==> src/rtl/poly_tone_mixer.sv <==
// Polyphonic square-wave tone generator: one free-running period counter per voice,
// gated at each voice's own wrap, plus a one-voice-per-clock scan mixer with saturation.
module poly_tone_mixer #(
  parameter int NUM_VOICES = 13,
  parameter int CNT_W      = 18,
  parameter int SAMPLE_W   = 32,
  parameter int AMP        = 100000000,
  parameter logic [NUM_VOICES*CNT_W-1:0] PERIODS = {
    18'd95556,  18'd101238, 18'd107259, 18'd113636, 18'd120395,
    18'd127551, 18'd135139, 18'd143172, 18'd151685, 18'd160705,
    18'd170265, 18'd180388, 18'd191113}
) (
  input  logic                  CLOCK_50,
  input  logic                  reset,
  input  logic [NUM_VOICES-1:0] en,
  input  logic [1:0]            octave,
  input  logic                  mute,
  output logic [SAMPLE_W-1:0]   mix_out,
  output logic                  mix_strobe,
  output logic [NUM_VOICES-1:0] active,
  output logic                  sat_flag
);

  localparam int ACC_W = SAMPLE_W + $clog2(NUM_VOICES + 1);
  localparam int KW    = (NUM_VOICES > 1) ? $clog2(NUM_VOICES) : 1;
  localparam logic [KW-1:0] K_LAST = KW'(NUM_VOICES - 1);

  localparam logic signed [ACC_W-1:0] AMP_POS = ACC_W'(AMP);
  localparam logic signed [ACC_W-1:0] AMP_NEG = -AMP_POS;
  localparam logic signed [ACC_W-1:0] SAT_MAX =
    {{(ACC_W-SAMPLE_W+1){1'b0}}, {(SAMPLE_W-1){1'b1}}};
  localparam logic signed [ACC_W-1:0] SAT_MIN =
    {{(ACC_W-SAMPLE_W+1){1'b1}}, {(SAMPLE_W-1){1'b0}}};

  logic [CNT_W-1:0]        cnt     [NUM_VOICES];
  logic [CNT_W-1:0]        half    [NUM_VOICES];
  logic [CNT_W-1:0]        per_eff [NUM_VOICES];
  logic [NUM_VOICES-1:0]   phase;
  logic signed [ACC_W-1:0] contrib [NUM_VOICES];

  logic [KW-1:0]           k;
  logic signed [ACC_W-1:0] acc;
  logic signed [ACC_W-1:0] c_sel;
  logic signed [ACC_W-1:0] sum;

  // half[] is latched with the period so the phase threshold only moves at a wrap.
  always_comb begin
    for (int i = 0; i < NUM_VOICES; i++) begin
      per_eff[i] = PERIODS[i*CNT_W +: CNT_W] >> octave;
      phase[i]   = (cnt[i] >= half[i]);
      if (!active[i])
        contrib[i] = '0;
      else if (phase[i])
        contrib[i] = AMP_POS;
      else
        contrib[i] = AMP_NEG;
    end
  end

  always_ff @(posedge CLOCK_50 or posedge reset) begin
    if (reset) begin
      for (int i = 0; i < NUM_VOICES; i++) begin
        cnt[i]  <= '0;
        half[i] <= '0;
      end
      active <= '0;
    end else begin
      for (int i = 0; i < NUM_VOICES; i++) begin
        if (cnt[i] == '0) begin
          cnt[i]    <= per_eff[i] - 1'b1;
          half[i]   <= per_eff[i] >> 1;
          active[i] <= en[i];
        end else begin
          cnt[i] <= cnt[i] - 1'b1;
        end
      end
    end
  end

  always_comb begin
    c_sel = '0;
    for (int i = 0; i < NUM_VOICES; i++) begin
      if (KW'(i) == k) c_sel = contrib[i];
    end
    sum = acc + c_sel;
  end

  // The last scan slot folds in its own voice and latches the result in the same edge.
  always_ff @(posedge CLOCK_50 or posedge reset) begin
    if (reset) begin
      k          <= '0;
      acc        <= '0;
      mix_out    <= '0;
      mix_strobe <= 1'b0;
      sat_flag   <= 1'b0;
    end else begin
      mix_strobe <= 1'b0;
      if (k == K_LAST) begin
        k          <= '0;
        acc        <= '0;
        mix_strobe <= 1'b1;
        if (mute) begin
          mix_out  <= '0;
          sat_flag <= 1'b0;
        end else if (sum > SAT_MAX) begin
          mix_out  <= SAT_MAX[SAMPLE_W-1:0];
          sat_flag <= 1'b1;
        end else if (sum < SAT_MIN) begin
          mix_out  <= SAT_MIN[SAMPLE_W-1:0];
          sat_flag <= 1'b1;
        end else begin
          mix_out  <= sum[SAMPLE_W-1:0];
          sat_flag <= 1'b0;
        end
      end else begin
        acc <= sum;
        k   <= k + 1'b1;
      end
    end
  end

endmodule

==> config.mk <==
export PLATFORM = sky130hd
export DESIGN_NAME = poly_tone_mixer
export DESIGN_NICKNAME = d
export VERILOG_FILES = /design/src/rtl/poly_tone_mixer.sv
export SDC_FILE = /design/constraint.sdc
export NUM_CORES = 1
export LEC_CHECK = 0
export BUFFER_PORTS_ARGS = -buffer_cell sky130_fd_sc_hd__clkbuf_2
export CAP_MARGIN = 20
export CORE_ASPECT_RATIO = 0.8
export CORE_MARGIN = 10
export CORE_UTILIZATION = 45
export DETAILED_ROUTE_END_ITERATION = 12
export RECOVER_POWER = 100
export SETUP_SLACK_MARGIN = 0.02
export SKIP_CTS_REPAIR_TIMING = 1
export SLEW_MARGIN = 20
export SYNTH_ARGS = -nofsm -noshare
export SYNTH_HDL_FRONTEND = slang
export SYNTH_SLANG_ARGS = --single-unit
==> constraint.sdc <==
create_clock -name CLOCK_50 -period 19.33 [get_ports CLOCK_50]
set_input_delay 2.8995 -clock CLOCK_50 [delete_from_list [all_inputs] [get_ports CLOCK_50]]
set_output_delay 2.8995 -clock CLOCK_50 [all_outputs]
set_load 0.05 [all_outputs]
==> reports/qor.txt <==
status -> finished with violations
violations in the final reports -> max-capacitance violations, max-slew violations
RR Endpoint -> mix_out[13]
main combinational cell family by area after synthesis -> compound AO/OA/AOI/OAI gates
headroom to the max-slew limit -> -209%
Ports -> 65
Via density -> 5.78
via count -> 21200
most area-consuming cells after synthesis -> dfrtp_1 (42%), ha_1 (12%), nand2_1 (4.4%)
WS Path Type -> primary input to async pin
Distinct cells, synth -> 86
r2r startpoint -> cnt[185]
Worst Path Required -> 19.28 ns
final WL -> 70000 um
CTS H-tree lvls -> 2
slowest stage delay, CP -> 2.53 ns
grt total ovfl -> 0
crit-path cells -> clkbuf_1, clkinvlp_2, clkbuf_1, clkbuf_1
TritonCTS Sinks -> 441
clock slew at reported path FFs -> 0.06 ns
Syn Std Cell Area -> 26100 um2
CP Buf/Inv Count -> 4
post-route DRC violation count -> 0
max cap viols -> 14
chip width -> 289 um
area leader, netlist -> dfrtp_1
layout cell share with drive strength beyond 1 -> 4.32%
Cells after Synth -> 2853
largest net degree at the start of global routing -> 166
CTS buffer count -> 48
top-count cell post-synth -> dfrtp_1
pwr dens -> 117 nW/um2
Min-Delay Path Class -> flip-flop to flip-flop
area of placed instances -> 27100 um2
family with the most delay on the worst path -> buffers and inverters
adder-cell area share of the yosys netlist -> 12.3%
CTS Buffer Depth -> 3
CP Launch Type -> primary input
initial core utilization -> 45.8%
most frequent cells after synthesis -> dfrtp_1 (441), nand2_1 (306), ha_1 (254)
mux contribution to synthesized area -> 0.753%
final max-slew violation count -> 538
setup_tns -> 0 ns
Critical Path End Type -> async pin
Die H -> 235 um
CP Data Arrival Time -> 10.53 ns
sequential area share after synthesis -> 42.3%
reg-to-reg setup timing slack -> 11.10 ns
Worst Reg-to-Reg Cells -> 21
Area growth syn-to-layout -> 9.61%
clk_skew -> 0.0184 ns
Detail Placement HPWL -> 49100 um
crit path from -> reset
Port Buffers -> 64
Peak Freq -> 94.6 MHz
first-pass GRT wire length -> 115000 um
DR iter-0 viols -> 1720
Critical Path Stages -> 4
initial antenna violation count -> 1
Max IR drop VDD -> 0.102 mV
number of global-route vias before repair -> 20900
GRT Total Usage -> 20.5%
Final Cell Area -> 28600 um2
CP most frequent cell -> clkbuf_1
Routed Antenna Nets -> 0
worst setup path end -> cnt[220]
Leakage Power -> 13.1 nW
Clock Latency Late Sink -> 0.59 ns
layout net count -> 3150
post-layout util -> 50.2%
Core ar. -> 57000 um2
die area -> 68000 um2
Root Buffer -> clkbuf_16
drt pass-1 iters -> 5
RSZ-0062 raised after global routing -> no
crit path max-delay cell type -> clkinvlp_2
Post-Syn Nets -> 3126
CTS tree -> built
Post-synth ARST share -> 100%
post-synthesis simple-gate area fraction -> 17.2%
average wire per standard cell -> 19.0 um
Tcrit/Tclk final -> 54.7%
Final Hold Vio Count -> 0
yosys warns -> 0
xor/xnor cell area share of the yosys netlist -> 4.30%
Mapped Avg Cell Area -> 9.14 um2
Final setup viols -> 0
GP Congestion -> 0.885
Compound-Gate Fraction of Synth Area -> 18.5%
Worst-Margin Slew -> 4.61 ns
area fraction of the dominant cell type after synthesis -> 42.3%
Rows -> 78
number of synthesized register bits -> 441
Period minus WS final -> 10.58 ns
number of flops mapped to enable cells by yosys -> 0
CP max FO -> 95
top_reg_cell synth -> dfrtp_1
==> worst min-delay path, delay by kind of cell (launching register included) <==
| family | cells | cell delay, ns |
|---|---|---|
| flip-flops | 1 | 0.32 |
| buffers and inverters | 1 | 0.06 |
| AND/OR/NAND/NOR | 1 | 0.05 |
==> how the worst min path moves through the flow <==
stage / from / endpoint / cells past startpoint
2_1_floorplan: cnt[162] / cnt[162] / 1
3_3_place_gp: cnt[162] / cnt[162] / 1
3_5_place_dp: half[133] / half[133] / 2
4_1_cts: half[133] / half[133] / 2
5_1_grt: cnt[162] / cnt[162] / 1
6_report: half[133] / half[133] / 2
==> cell usage in the layout (no fill, tap or decap), types with 79 or more instances in the layout <==
cell	netlist	layout
a21oi_1	185	185
clkbuf_1	91	79
dfrtp_1	441	441
ha_1	254	254
inv_1	193	193
nand2_1	306	306
nor2_1	237	237
nor3_1	102	100
o21ai_0	218	221
xnor2_1	80	80
==> sequential cells by signal, indices dropped and copies added (netlist names) <==
register,flops
acc,28
sat_flag,1
mix_out,25
half,135
mix_strobe,1
k,4
cnt,234
active,13
==> stage by stage <==
step	total power [mW]	std cells	hold WS, ns	worst slack (ns)
detailed placement	2.37	3586	0.441	11.65
global placement	2.34	3586	0.432	11.76
CTS	3.37	3673	0.454	11.60
floorplan	2.10	2853	0.417	4.14
finish	3.33	3676	0.453	8.75
global route	3.55	3674	0.477	6.91
==> power breakdown <==
| part | internal (mW) | switching, mW | total (mW) | leakage, nW |
|---|---|---|---|---|
| clock | 0.589 | 0.395 | 0.984 | 0.802 |
| combinational | 0.423 | 0.637 | 1.06 | 7.43 |
| sequential | 1.10 | 0.192 | 1.29 | 4.89 |
| total | 2.11 | 1.22 | 3.33 | 13.1 |
==> logic make-up after synthesis <==
logic type,after synthesis
buf+inv,311
simple gates,942
fa+ha+maj,255
xor+xnor,128
compound gates,757
mux,19
flops,441
==> area by class of cell <==
class | count | area, um2
Multi-Input combinational cell | 2101 | 13800
Inverter | 195 | 733
Clock inverter | 18 | 275
Sequential cell | 441 | 11000
Fill cell | 5396 | 28400
Tap cell | 760 | 951
Clock buffer | 69 | 1380
Antenna cell | 2 | 5.00
Timing Repair Buffer | 90 | 419
==> routing by layer <==
layer  share of wire (%)  global-route usage, %  routed length, um  vias up
met5                   0                      0                  0        -
met4                 2.4                   5.63               1700        0
met3                 5.7                   3.56               4010       97
met2                  42                   29.8              29200      535
met1                  50                   30.8              35100    10400
li1                    -                      -                  -    10200
Note: power is estimated with default switching activity, not from simulation.
